==> src/rtl/qracc_bitserial_accumulator_if.sv <==
// ----------------------------------------------------------------------------
// qracc_bitserial_accumulator_if
//   Bundles the configuration, ADC bit-plane input and result handshake of the
//   bit-serial accumulator.
//
//   master : drives cfg/start/ADC planes and acc_ready_i, observes results
//   slave  : the accumulator itself
//
//   Signals
//     cfg_n_bits_i  bit-planes per accumulation (sampled on accepted start)
//     cfg_signed_i  1 = two's-complement activations (sampled on accepted start)
//     start_i       single-cycle start request
//     adc_valid_i   adc_data_i carries one bit-plane
//     adc_data_i    per-column signed ADC codes
//     busy_o        accumulation in progress or result pending
//     drop_o        one-cycle pulse for a plane that arrived outside ACCUM
//     acc_valid_o   acc_data_o is valid
//     acc_ready_i   consumer takes the result
//     acc_data_o    per-column signed results
//     sat_o         per-column clamp flags (only with QRACC_ACC_SATURATE_EN)
// ----------------------------------------------------------------------------
interface qracc_bitserial_accumulator_if #(
    parameter int numCols    = 32,
    parameter int numAdcBits = 4,
    parameter int maxInBits  = 8,
    parameter int accBits    = 16
);
    localparam int CNT_W = $clog2(maxInBits + 1);

    logic [CNT_W-1:0]                    cfg_n_bits_i;
    logic                                cfg_signed_i;
    logic                                start_i;
    logic                                adc_valid_i;
    logic [numCols-1:0][numAdcBits-1:0]  adc_data_i;
    logic                                busy_o;
    logic                                drop_o;
    logic                                acc_valid_o;
    logic                                acc_ready_i;
    logic [numCols-1:0][accBits-1:0]     acc_data_o;
`ifdef QRACC_ACC_SATURATE_EN
    logic [numCols-1:0]                  sat_o;

    modport master (
        output cfg_n_bits_i, cfg_signed_i, start_i, adc_valid_i, adc_data_i, acc_ready_i,
        input  busy_o, drop_o, acc_valid_o, acc_data_o, sat_o
    );
    modport slave (
        input  cfg_n_bits_i, cfg_signed_i, start_i, adc_valid_i, adc_data_i, acc_ready_i,
        output busy_o, drop_o, acc_valid_o, acc_data_o, sat_o
    );
`else
    modport master (
        output cfg_n_bits_i, cfg_signed_i, start_i, adc_valid_i, adc_data_i, acc_ready_i,
        input  busy_o, drop_o, acc_valid_o, acc_data_o
    );
    modport slave (
        input  cfg_n_bits_i, cfg_signed_i, start_i, adc_valid_i, adc_data_i, acc_ready_i,
        output busy_o, drop_o, acc_valid_o, acc_data_o
    );
`endif
endinterface

==> src/rtl/qracc_bitserial_accumulator.sv <==
// ----------------------------------------------------------------------------
// qracc_bitserial_accumulator
//   Combines successive signed per-column ADC codes, one per activation
//   bit-plane (MSB first), by shift-add into multi-bit column results and
//   hands them downstream through a valid/ready handshake.
//
//   Ports
//     clk   clock
//     rst   asynchronous active-high reset
//     bus   qracc_bitserial_accumulator_if.slave (cfg, start, ADC planes,
//           busy/drop status, result handshake)
//
//   Build option
//     QRACC_ACC_SATURATE_EN : clamp each column to satBits signed at the end
//                             of accumulation, flag clamped columns on sat_o.
//
//   State | meaning
//   ------+-------------------------------------------------------------
//   IDLE  | waiting for start_i
//   ACCUM | consuming one bit-plane per adc_valid_i until n_bits planes
//   OUT_WAIT | result presented, waiting for acc_ready_i
// ----------------------------------------------------------------------------
module qracc_bitserial_accumulator #(
    parameter int numCols    = 32,
    parameter int numAdcBits = 4,
    parameter int maxInBits  = 8,
    parameter int accBits    = 16
`ifdef QRACC_ACC_SATURATE_EN
    ,
    parameter int satBits    = 8
`endif
) (
    input logic                           clk,
    input logic                           rst,
    qracc_bitserial_accumulator_if.slave  bus
);

    localparam int               CNT_W = $clog2(maxInBits + 1);
    localparam logic [CNT_W-1:0] MAX_N = CNT_W'(maxInBits);
    localparam int               EXT_W = accBits - numAdcBits;

    typedef enum logic [1:0] {
        IDLE     = 2'd0,
        ACCUM    = 2'd1,
        OUT_WAIT = 2'd2
    } state_t;

    state_t                    state_q, state_d;
    logic [CNT_W-1:0]          cnt_q;
    logic [CNT_W-1:0]          n_bits_q;
    logic [CNT_W-1:0]          n_bits_cfg;
    logic                      signed_q;
    logic                      drop_q;
    logic signed [accBits-1:0] acc_q   [numCols];
    logic signed [accBits-1:0] acc_d   [numCols];
    logic signed [accBits-1:0] plane_x [numCols];
    logic                      handshake;
    logic                      start_acc;
    logic                      plane_acc;
    logic                      last_plane;
    logic                      neg_first;

`ifdef QRACC_ACC_SATURATE_EN
    localparam int                        SAT_MAX_I = (1 << (satBits - 1)) - 1;
    localparam logic signed [accBits-1:0] SAT_MAX   = accBits'(SAT_MAX_I);
    localparam logic signed [accBits-1:0] SAT_MIN   = ~SAT_MAX;

    logic signed [accBits-1:0] sat_data_q [numCols];
    logic [numCols-1:0]        sat_q;
`endif

    // Control decode shared by the FSM and the datapath.
    always_comb begin
        handshake  = (state_q == OUT_WAIT) && bus.acc_ready_i;
        // A start coinciding with the result handshake chains straight into ACCUM.
        start_acc  = bus.start_i && ((state_q == IDLE) || handshake);
        plane_acc  = (state_q == ACCUM) && bus.adc_valid_i;
        last_plane = plane_acc && (cnt_q == n_bits_q - CNT_W'(1));
        // A single-plane run is plain unsigned/signed x; the MSB weight is only
        // negative when there is more than one plane.
        neg_first  = signed_q && (n_bits_q > CNT_W'(1));
        if (bus.cfg_n_bits_i == '0) begin
            n_bits_cfg = CNT_W'(1);
        end else if (bus.cfg_n_bits_i > MAX_N) begin
            n_bits_cfg = MAX_N;
        end else begin
            n_bits_cfg = bus.cfg_n_bits_i;
        end
    end

    // State register.
    always_ff @(posedge clk or posedge rst) begin
        if (rst) begin
            state_q <= IDLE;
        end else begin
            state_q <= state_d;
        end
    end

    // Next-state logic.
    always_comb begin
        state_d = state_q;
        case (state_q)
            IDLE: begin
                if (bus.start_i) state_d = ACCUM;
            end
            ACCUM: begin
                if (last_plane) state_d = OUT_WAIT;
            end
            OUT_WAIT: begin
                if (handshake) state_d = bus.start_i ? ACCUM : IDLE;
            end
            default: state_d = IDLE;
        endcase
    end

    // Per-column shift-add.
    always_comb begin
        for (int c = 0; c < numCols; c++) begin
            plane_x[c] = {{EXT_W{bus.adc_data_i[c][numAdcBits-1]}}, bus.adc_data_i[c]};
            if (cnt_q == '0) begin
                acc_d[c] = neg_first ? -plane_x[c] : plane_x[c];
            end else begin
                acc_d[c] = (acc_q[c] <<< 1) + plane_x[c];
            end
        end
    end

    // Datapath registers.
    always_ff @(posedge clk or posedge rst) begin
        if (rst) begin
            cnt_q    <= '0;
            n_bits_q <= '0;
            signed_q <= 1'b0;
            drop_q   <= 1'b0;
            for (int c = 0; c < numCols; c++) acc_q[c] <= '0;
        end else begin
            drop_q <= bus.adc_valid_i && (state_q != ACCUM);
            if (start_acc) begin
                cnt_q    <= '0;
                n_bits_q <= n_bits_cfg;
                signed_q <= bus.cfg_signed_i;
                for (int c = 0; c < numCols; c++) acc_q[c] <= '0;
            end else if (plane_acc) begin
                cnt_q <= cnt_q + CNT_W'(1);
                for (int c = 0; c < numCols; c++) acc_q[c] <= acc_d[c];
            end
        end
    end

`ifdef QRACC_ACC_SATURATE_EN
    // Clamp on the final plane so the registered result appears together
    // with acc_valid_o, keeping latency identical to the wrapping build.
    always_ff @(posedge clk or posedge rst) begin
        if (rst) begin
            sat_q <= '0;
            for (int c = 0; c < numCols; c++) sat_data_q[c] <= '0;
        end else if (last_plane) begin
            for (int c = 0; c < numCols; c++) begin
                if (acc_d[c] > SAT_MAX) begin
                    sat_data_q[c] <= SAT_MAX;
                    sat_q[c]      <= 1'b1;
                end else if (acc_d[c] < SAT_MIN) begin
                    sat_data_q[c] <= SAT_MIN;
                    sat_q[c]      <= 1'b1;
                end else begin
                    sat_data_q[c] <= acc_d[c];
                    sat_q[c]      <= 1'b0;
                end
            end
        end
    end
`endif

    // Outputs.
    always_comb begin
        bus.busy_o      = (state_q != IDLE);
        bus.acc_valid_o = (state_q == OUT_WAIT);
        bus.drop_o      = drop_q;
        for (int c = 0; c < numCols; c++) begin
`ifdef QRACC_ACC_SATURATE_EN
            bus.acc_data_o[c] = sat_data_q[c];
`else
            bus.acc_data_o[c] = acc_q[c];
`endif
        end
`ifdef QRACC_ACC_SATURATE_EN
        bus.sat_o = sat_q;
`endif
    end

endmodule

==> src/flat_wrapper.sv <==
// flat-port wrapper written by rule: the top's interface ports become plain ports
module qracc_bitserial_accumulator_flat 
#(
    parameter int numCols    = 32,
    parameter int numAdcBits = 4,
    parameter int maxInBits  = 8,
    parameter int accBits    = 16

)
  (clk, rst, bus_cfg_n_bits_i, bus_cfg_signed_i, bus_start_i, bus_adc_valid_i, bus_adc_data_i, bus_acc_ready_i, bus_busy_o, bus_drop_o, bus_acc_valid_o, bus_acc_data_o);
  qracc_bitserial_accumulator_if #(.numCols(numCols), .numAdcBits(numAdcBits), .maxInBits(maxInBits), .accBits(accBits)) bus_i ();
  input logic clk;
  input logic rst;
  input wire logic [$bits(bus_i.cfg_n_bits_i)-1:0] bus_cfg_n_bits_i;
  input wire logic [$bits(bus_i.cfg_signed_i)-1:0] bus_cfg_signed_i;
  input wire logic [$bits(bus_i.start_i)-1:0] bus_start_i;
  input wire logic [$bits(bus_i.adc_valid_i)-1:0] bus_adc_valid_i;
  input wire logic [$bits(bus_i.adc_data_i)-1:0] bus_adc_data_i;
  input wire logic [$bits(bus_i.acc_ready_i)-1:0] bus_acc_ready_i;
  output wire logic [$bits(bus_i.busy_o)-1:0] bus_busy_o;
  output wire logic [$bits(bus_i.drop_o)-1:0] bus_drop_o;
  output wire logic [$bits(bus_i.acc_valid_o)-1:0] bus_acc_valid_o;
  output wire logic [$bits(bus_i.acc_data_o)-1:0] bus_acc_data_o;
  assign bus_i.cfg_n_bits_i = bus_cfg_n_bits_i;
  assign bus_i.cfg_signed_i = bus_cfg_signed_i;
  assign bus_i.start_i = bus_start_i;
  assign bus_i.adc_valid_i = bus_adc_valid_i;
  assign bus_i.adc_data_i = bus_adc_data_i;
  assign bus_i.acc_ready_i = bus_acc_ready_i;
  assign bus_busy_o = bus_i.busy_o;
  assign bus_drop_o = bus_i.drop_o;
  assign bus_acc_valid_o = bus_i.acc_valid_o;
  assign bus_acc_data_o = bus_i.acc_data_o;
  qracc_bitserial_accumulator #(.numCols(numCols), .numAdcBits(numAdcBits), .maxInBits(maxInBits), .accBits(accBits)) u_core (.clk(clk), .rst(rst), .bus(bus_i));
endmodule
==> config.mk <==
export PLATFORM = sky130hd
export DESIGN_NAME = qracc_bitserial_accumulator_flat
export DESIGN_NICKNAME = d
export VERILOG_FILES = /design/src/rtl/qracc_bitserial_accumulator_if.sv /design/src/rtl/qracc_bitserial_accumulator.sv /design/src/flat_wrapper.sv
export SDC_FILE = /design/constraint.sdc
export NUM_CORES = 2
export LEC_CHECK = 0
export ABC_CLOCK_PERIOD_IN_PS = 18400
export BUFFER_PORTS_ARGS = -buffer_cell sky130_fd_sc_hd__buf_4
export CAP_MARGIN = 20
export CORE_MARGIN = 2
export CORE_UTILIZATION = 45
export DETAILED_ROUTE_END_ITERATION = 10
export GPL_ROUTABILITY_DRIVEN = 0
export GPL_TIMING_DRIVEN = 1
export PLACE_DENSITY = 0.62
export RECOVER_POWER = 50
export SKIP_CTS_REPAIR_TIMING = 1
export SLEW_MARGIN = 5
export SYNTH_ARGS = -nofsm -noshare
export SYNTH_HDL_FRONTEND = slang
export SYNTH_SLANG_ARGS = --single-unit
==> constraint.sdc <==
create_clock -name clk -period 18.4 [get_ports clk]
set_clock_uncertainty 0.05 [all_clocks]
set_input_delay 0.92 -clock clk [delete_from_list [all_inputs] [get_ports clk]]
set_output_delay 0.92 -clock clk [all_outputs]
set_load 0.02 [all_outputs]
---- Yosys cells after proc, flatten, opt, wreduce, memory -nomap -nowiden ----
Cells that the tools add are included.
operators by class
  $add $sub $neg .......................... 66
  order comparisons ....................... 2
  equal/unequal tests ..................... 7
  multiplexer cells ....................... 75
  reductions and logical operators ........ 13
operators with widths
  kind                                                                             number
  16-bit two-way mux                                                               64
  512-bit two-way mux                                                              2
  16-bit by 4-bit adder with 16-bit output                                         32
  4-bit negation with 16-bit output                                                32
  4-bit two-way mux                                                                4
  4-bit logical NOT                                                                2
  1-bit logical AND                                                                6
  2-bit two-way mux                                                                3
  2-bit by 1-bit != test with 1-bit output, second input constant                  3
  2-bit one-hot mux with 3 select lines                                            1
  4-bit by 1-bit adder with 4-bit output, second input constant                    1
  4-bit == test                                                                    1
  4-bit by 1-bit greater-than comparator with 1-bit output, second input constant  1
  4-bit greater-than comparator, second input constant                             1
  2-bit nonzero test                                                               2
  4-bit by 1-bit subtractor with 4-bit output, second input constant               1
  3-bit AND reduction                                                              1
  2-bit by 1-bit == test with 1-bit output, second input constant                  1
  2-bit == test, second input constant                                             1
  2-bit logical NOT                                                                1
  2-bit != test, second input constant                                             1
  1-bit logical OR                                                                 1
  1-bit two-way mux                                                                1
storage, ports and cells
  flip-flop bits (word level) ............. 524
  bits of input ports ..................... 138
  output and inout port bits .............. 515
  logic and storage cells ................. 200

---- Depth between registers and ports, before layout ----
  word-level depth ........................ 6
  gate-level depth with buffers ........... 13
  gate-level depth less buffers ........... 11

---- Least setup slack after synthesis ----
OpenSTA, ideal clock, no wires.
  path kind ............................... input to register
  start ................................... input bus_adc_data_i[1]
  end ..................................... register u_core.acc_q, in the netlist u_core.bus.acc_data_o[15]
  arrival time ............................ 2.893 ns
  required time ........................... 18.223 ns
  setup slack ............................. 15.330 ns
  cell stages on the path ................. 10
  cell sequence ........................... ha_1 > fa_1 > a21oi_1 > nor2b_1 > a311oi_2 > a21oi_1 > a211o_1 > o31ai_1 > xnor2_1 > o21ai_1
on the way
  cells in the longest elaborated chain, start to end .. 5
RTL lines
  item                                                                                              RTL line                            RTL
  start, declared                                                                                   flat_wrapper.sv:18                  input wire logic [$bits(bus_i.adc_data_i)-1:0] bus_adc_data_i;
  parallel branches: the longest is 2 deep, another holds 16-bit by 4-bit adder with 16-bit output  n/a
  16-bit two-way mux (*)                                                                            qracc_bitserial_accumulator.sv:121  if (cnt_q == '0) begin
  512-bit two-way mux (*)                                                                           qracc_bitserial_accumulator.sv:144  end else if (plane_acc) begin
  512-bit two-way mux (*)                                                                           qracc_bitserial_accumulator.sv:139  if (start_acc) begin
  end, declared                                                                                     qracc_bitserial_accumulator.sv:54   logic signed [accBits-1:0] acc_q [numCols];
Mark *: on every way between the ends. The select of a mux whose other input is x is not followed.
A chain may end at the register's enable or synchronous reset.

==> impl_metrics.tcl <==
set metrics [dict create \
    synth_cell_type_count 76 \
    grt_pass1_wl_um 233000 \
    area_growth_pct 14.2 \
    avgSynthCellArea_um2 7.92 \
    synth-xor-area-share 0.0690 \
    post_drt_via_cell_ratio 5.66 \
    worst_path_most_repeated_cell "buf_4" \
    ys_ff_latch 524 \
    synthMuxAreaShare 0.00617 \
    drc_errors 0 \
    fill_cells 10300 \
    via_count 43900 \
    setup_violations 0 \
    status "finished, violations left" \
    power.total_mw 11.1 \
    first_global_vias 41500 \
    fin_nets 7076 \
    cp.required_ps 18990 \
    initial_core_util 0.452 \
    hold_violations 0 \
    gr-usage-all-layers 0.278 \
    synth_area_um2 45900 \
    grt-ovfl-total 0 \
    fmax_mhz 131 \
    hpwl_um 108000 \
    pwr-share-seq 0.213 \
    p_leak_nw 24.3 \
    synth_area_leaders "dfrtp_1 29%, ha_1 16%, nand2_1 7.4%" \
    slew_viol_final 286 \
    synthSimpleGateAreaFrac 0.172 \
    hold_class "in2reg" \
    drt-total-wl_um 150000 \
    drtAntennaViolNets 0 \
    htreeDepth 3 \
    yosys.area.top_type_share 0.286 \
    drv_cap 5 \
    maxSlewHeadroom -2.72 \
    seq_area_frac_synth 0.286 \
    cp_top_family "buffers and inverters" \
    numCtsBuffers 70 \
    antenna_found_initial 12 \
    critPathSlowestCell "clkinvlp_2" \
    setup_tns_ps 0 \
    switching_share 0.531 \
    post-route-min-period_ps 7640 \
    intPower_mw 5.19 \
    worstPathMaxFanout 117 \
    power.switching_mw 5.87 \
    netlist_instances 5788 \
    rsz0062_at_grt "false" \
    start_kind "input pin" \
    worst_setup_path_end_kind "asynchronous set/reset pin" \
    synth_edf_count 0 \
    vdd_drop_max_mv 0.175 \
    portBuffers 652 \
    p_per_area_nw_per_um2 211 \
    synthAdderAreaFrac 0.172 \
    drive_above_1_share 0.0467 \
    ys.flop_type "dfrtp_1" \
    coreArea_um2 101000 \
    failed_checks "capacitance limit, slew limit" \
    cp.arrival_ps 8230 \
    clk_pin_slew_worst_paths_ps 60 \
    cpPeakStageDelay_ps 3010 \
    combPwrFrac 0.659 \
    fp-row-count 117 \
    crit_chain "clkbuf_4 > clkinvlp_2 > clkbuf_1 > buf_4 > buf_4" \
    p_clk_frac 0.129 \
    cts_max_path_buffers 3 \
    wire_per_inst_um 19.3 \
    clock_latency_ps 640 \
    cts_sinks 524 \
    synth_top_area_cell "dfrtp_1" \
    cts_tree "done" \
    io_pins 653 \
    grt_max_degree 199 \
    drt_iter0_drc 2847 \
    async_flop_share 1.00 \
    die_w_um 323 \
    synth_top_family_by_area "compound AO/OA/AOI/OAI gates" \
    tightest_slew_ps 5550 \
    path_class "in2async" \
    die-area_um2 104000 \
    yosysWarnings 0 \
    cp_num_buf_inv 5 \
    finalCritPeriodShare 0.415 \
    clockRootBuffer "clkbuf_16" \
    fp.dieH_um 323 \
    synth_fp_nets 6538 \
    whs_ps 424 \
    firstDrtPassIters 5 \
    synth_compound_area_frac 0.253 \
]
[cells in the final DEF, fill, tap and decap left out, drive strengths merged, types with 17 or more instances in the layout]
| cell type | count |
|---|---|
| a211oi | 70 |
| a21o | 147 |
| a21oi | 596 |
| a221o | 18 |
| a22o | 21 |
| a31oi | 54 |
| and2 | 20 |
| and3 | 41 |
| buf | 162 |
| clkbuf | 632 |
| dfrtp | 524 |
| fa | 32 |
| ha | 580 |
| inv | 274 |
| mux2i | 26 |
| nand2 | 909 |
| nand2b | 69 |
| nand3 | 129 |
| nand4 | 54 |
| nor2 | 421 |
| nor2b | 46 |
| nor3 | 54 |
| o2111ai | 23 |
| o211ai | 24 |
| o21a | 86 |
| o21ai | 702 |
| o21bai | 45 |
| o31a | 17 |
| o31ai | 19 |
| or3 | 47 |
| xnor2 | 237 |
| xor2 | 124 |
[tightest hold or removal path, delay by kind of cell]
kind	cells	cell delay [ps]
buffers and inverters	1	80
AND/OR/NAND/NOR	2	80
[synthesized netlist by cell type, types with 15 or more instances]
cell and number:
fa_1 32, a221o_1 18, nor2b_1 46, a31oi_1 54, a22o_1 21, o31ai_1 17
nand2_1 909, or3_1 47, nand2b_1 69, a211oi_1 66, and2_1 19, nor2_1 420
ha_1 580, a2111oi_0 16, nand4_1 54, o21a_1 86, o21ai_1 541, o31a_1 17
xor2_1 124, dfrtp_1 524, a21o_1 147, a221oi_1 15, xnor2_1 237, clkbuf_1 139
o21bai_1 45, a32oi_1 15, inv_1 273, nor3_1 54, o211ai_1 24, buf_2 34
and3_1 41, o21ai_0 161, o2111ai_1 23, mux2i_1 26, nand3_1 129, buf_1 41
a21oi_1 596
[flip-flops by register name (all words and copies together), names as in the netlist]
signal / cells
u_core.bus.acc_data_o: 512
u_core.bus.drop_o: 1
u_core.cnt_q: 4
u_core.n_bits_q: 4
u_core.signed_q: 1
u_core.state_q: 2
[final cells by class]
class	instances	area, µm²	area share
timing repair buffer	680	3230	0.0616
tap	1368	1710	0.0327
multi-input combinational	4775	30900	0.590
clock inverter	13	138	0.00263
clock buffer	114	2220	0.0425
inverter	275	1030	0.0197
antenna	7	17.5	0.000335
sequential	524	13100	0.250
[path summary, 6_finish.rpt]
path	start	endpoint	slack, ps	cells past startpoint
worst min register to register	u_core.bus.acc_data_o[127]	u_core.bus.acc_data_o[127]	430	1
worst max-delay path	rst	u_core.bus.acc_data_o[217]	10760	5
worst min-delay path	bus_cfg_signed_i	u_core.signed_q	420	3
max in group clk	u_core.state_q[1]	u_core.bus.acc_data_o[397]	12720	6
worst max register to register	u_core.state_q[1]	u_core.bus.acc_data_o[397]	12720	6
min in group asynchronous	rst	u_core.bus.acc_data_o[306]	1910	2
[metal layers]
layer	vias up	global-route usage	wire length (µm)
met5	-	0	65
met3	258	0.0643	10600
met1	20700	0.370	66900
li1	21800	-	-
met4	10	0.113	6440
met2	1109	0.435	65800
[kinds of logic (layout without fill, tap and decap cells)]
kind of cell,Yosys count,count (layout)
AOI/OAI and AO/OA,1948,1948
and+or+nand+nor,1826,1826
muxes,28,28
xor gates and xnor gates,361,361
other,0,7
DFF,524,524
adders and majority gates,612,612
buffers and inverters,489,1082
[power groups by stage]
stage	Combinational (mW)	Clock (mW)	Sequential (mW)
floorplan	4.79	0	2.82
global placement	7.59	0	2.38
detailed placement	7.69	0	2.37
CTS	7.72	1.46	2.37
global route	8.13	1.50	2.42
finish	7.28	1.42	2.35
[per-stage QoR]
| step | util | setup slack (ps) | instance area, µm² | cells |
|---|---|---|---|---|
| detailed placement | 0.512 | 14010 | 51900 | 7622 |
| finish | 0.516 | 10760 | 52400 | 7756 |
| floorplan | - | 2790 | 45900 | 5788 |
| global placement | 0.512 | 14040 | 51900 | 7622 |
| CTS | 0.535 | 14540 | 54300 | 7749 |
| global route | 0.516 | 9410 | 52400 | 7755 |
Power figures use the tool's default switching activity.
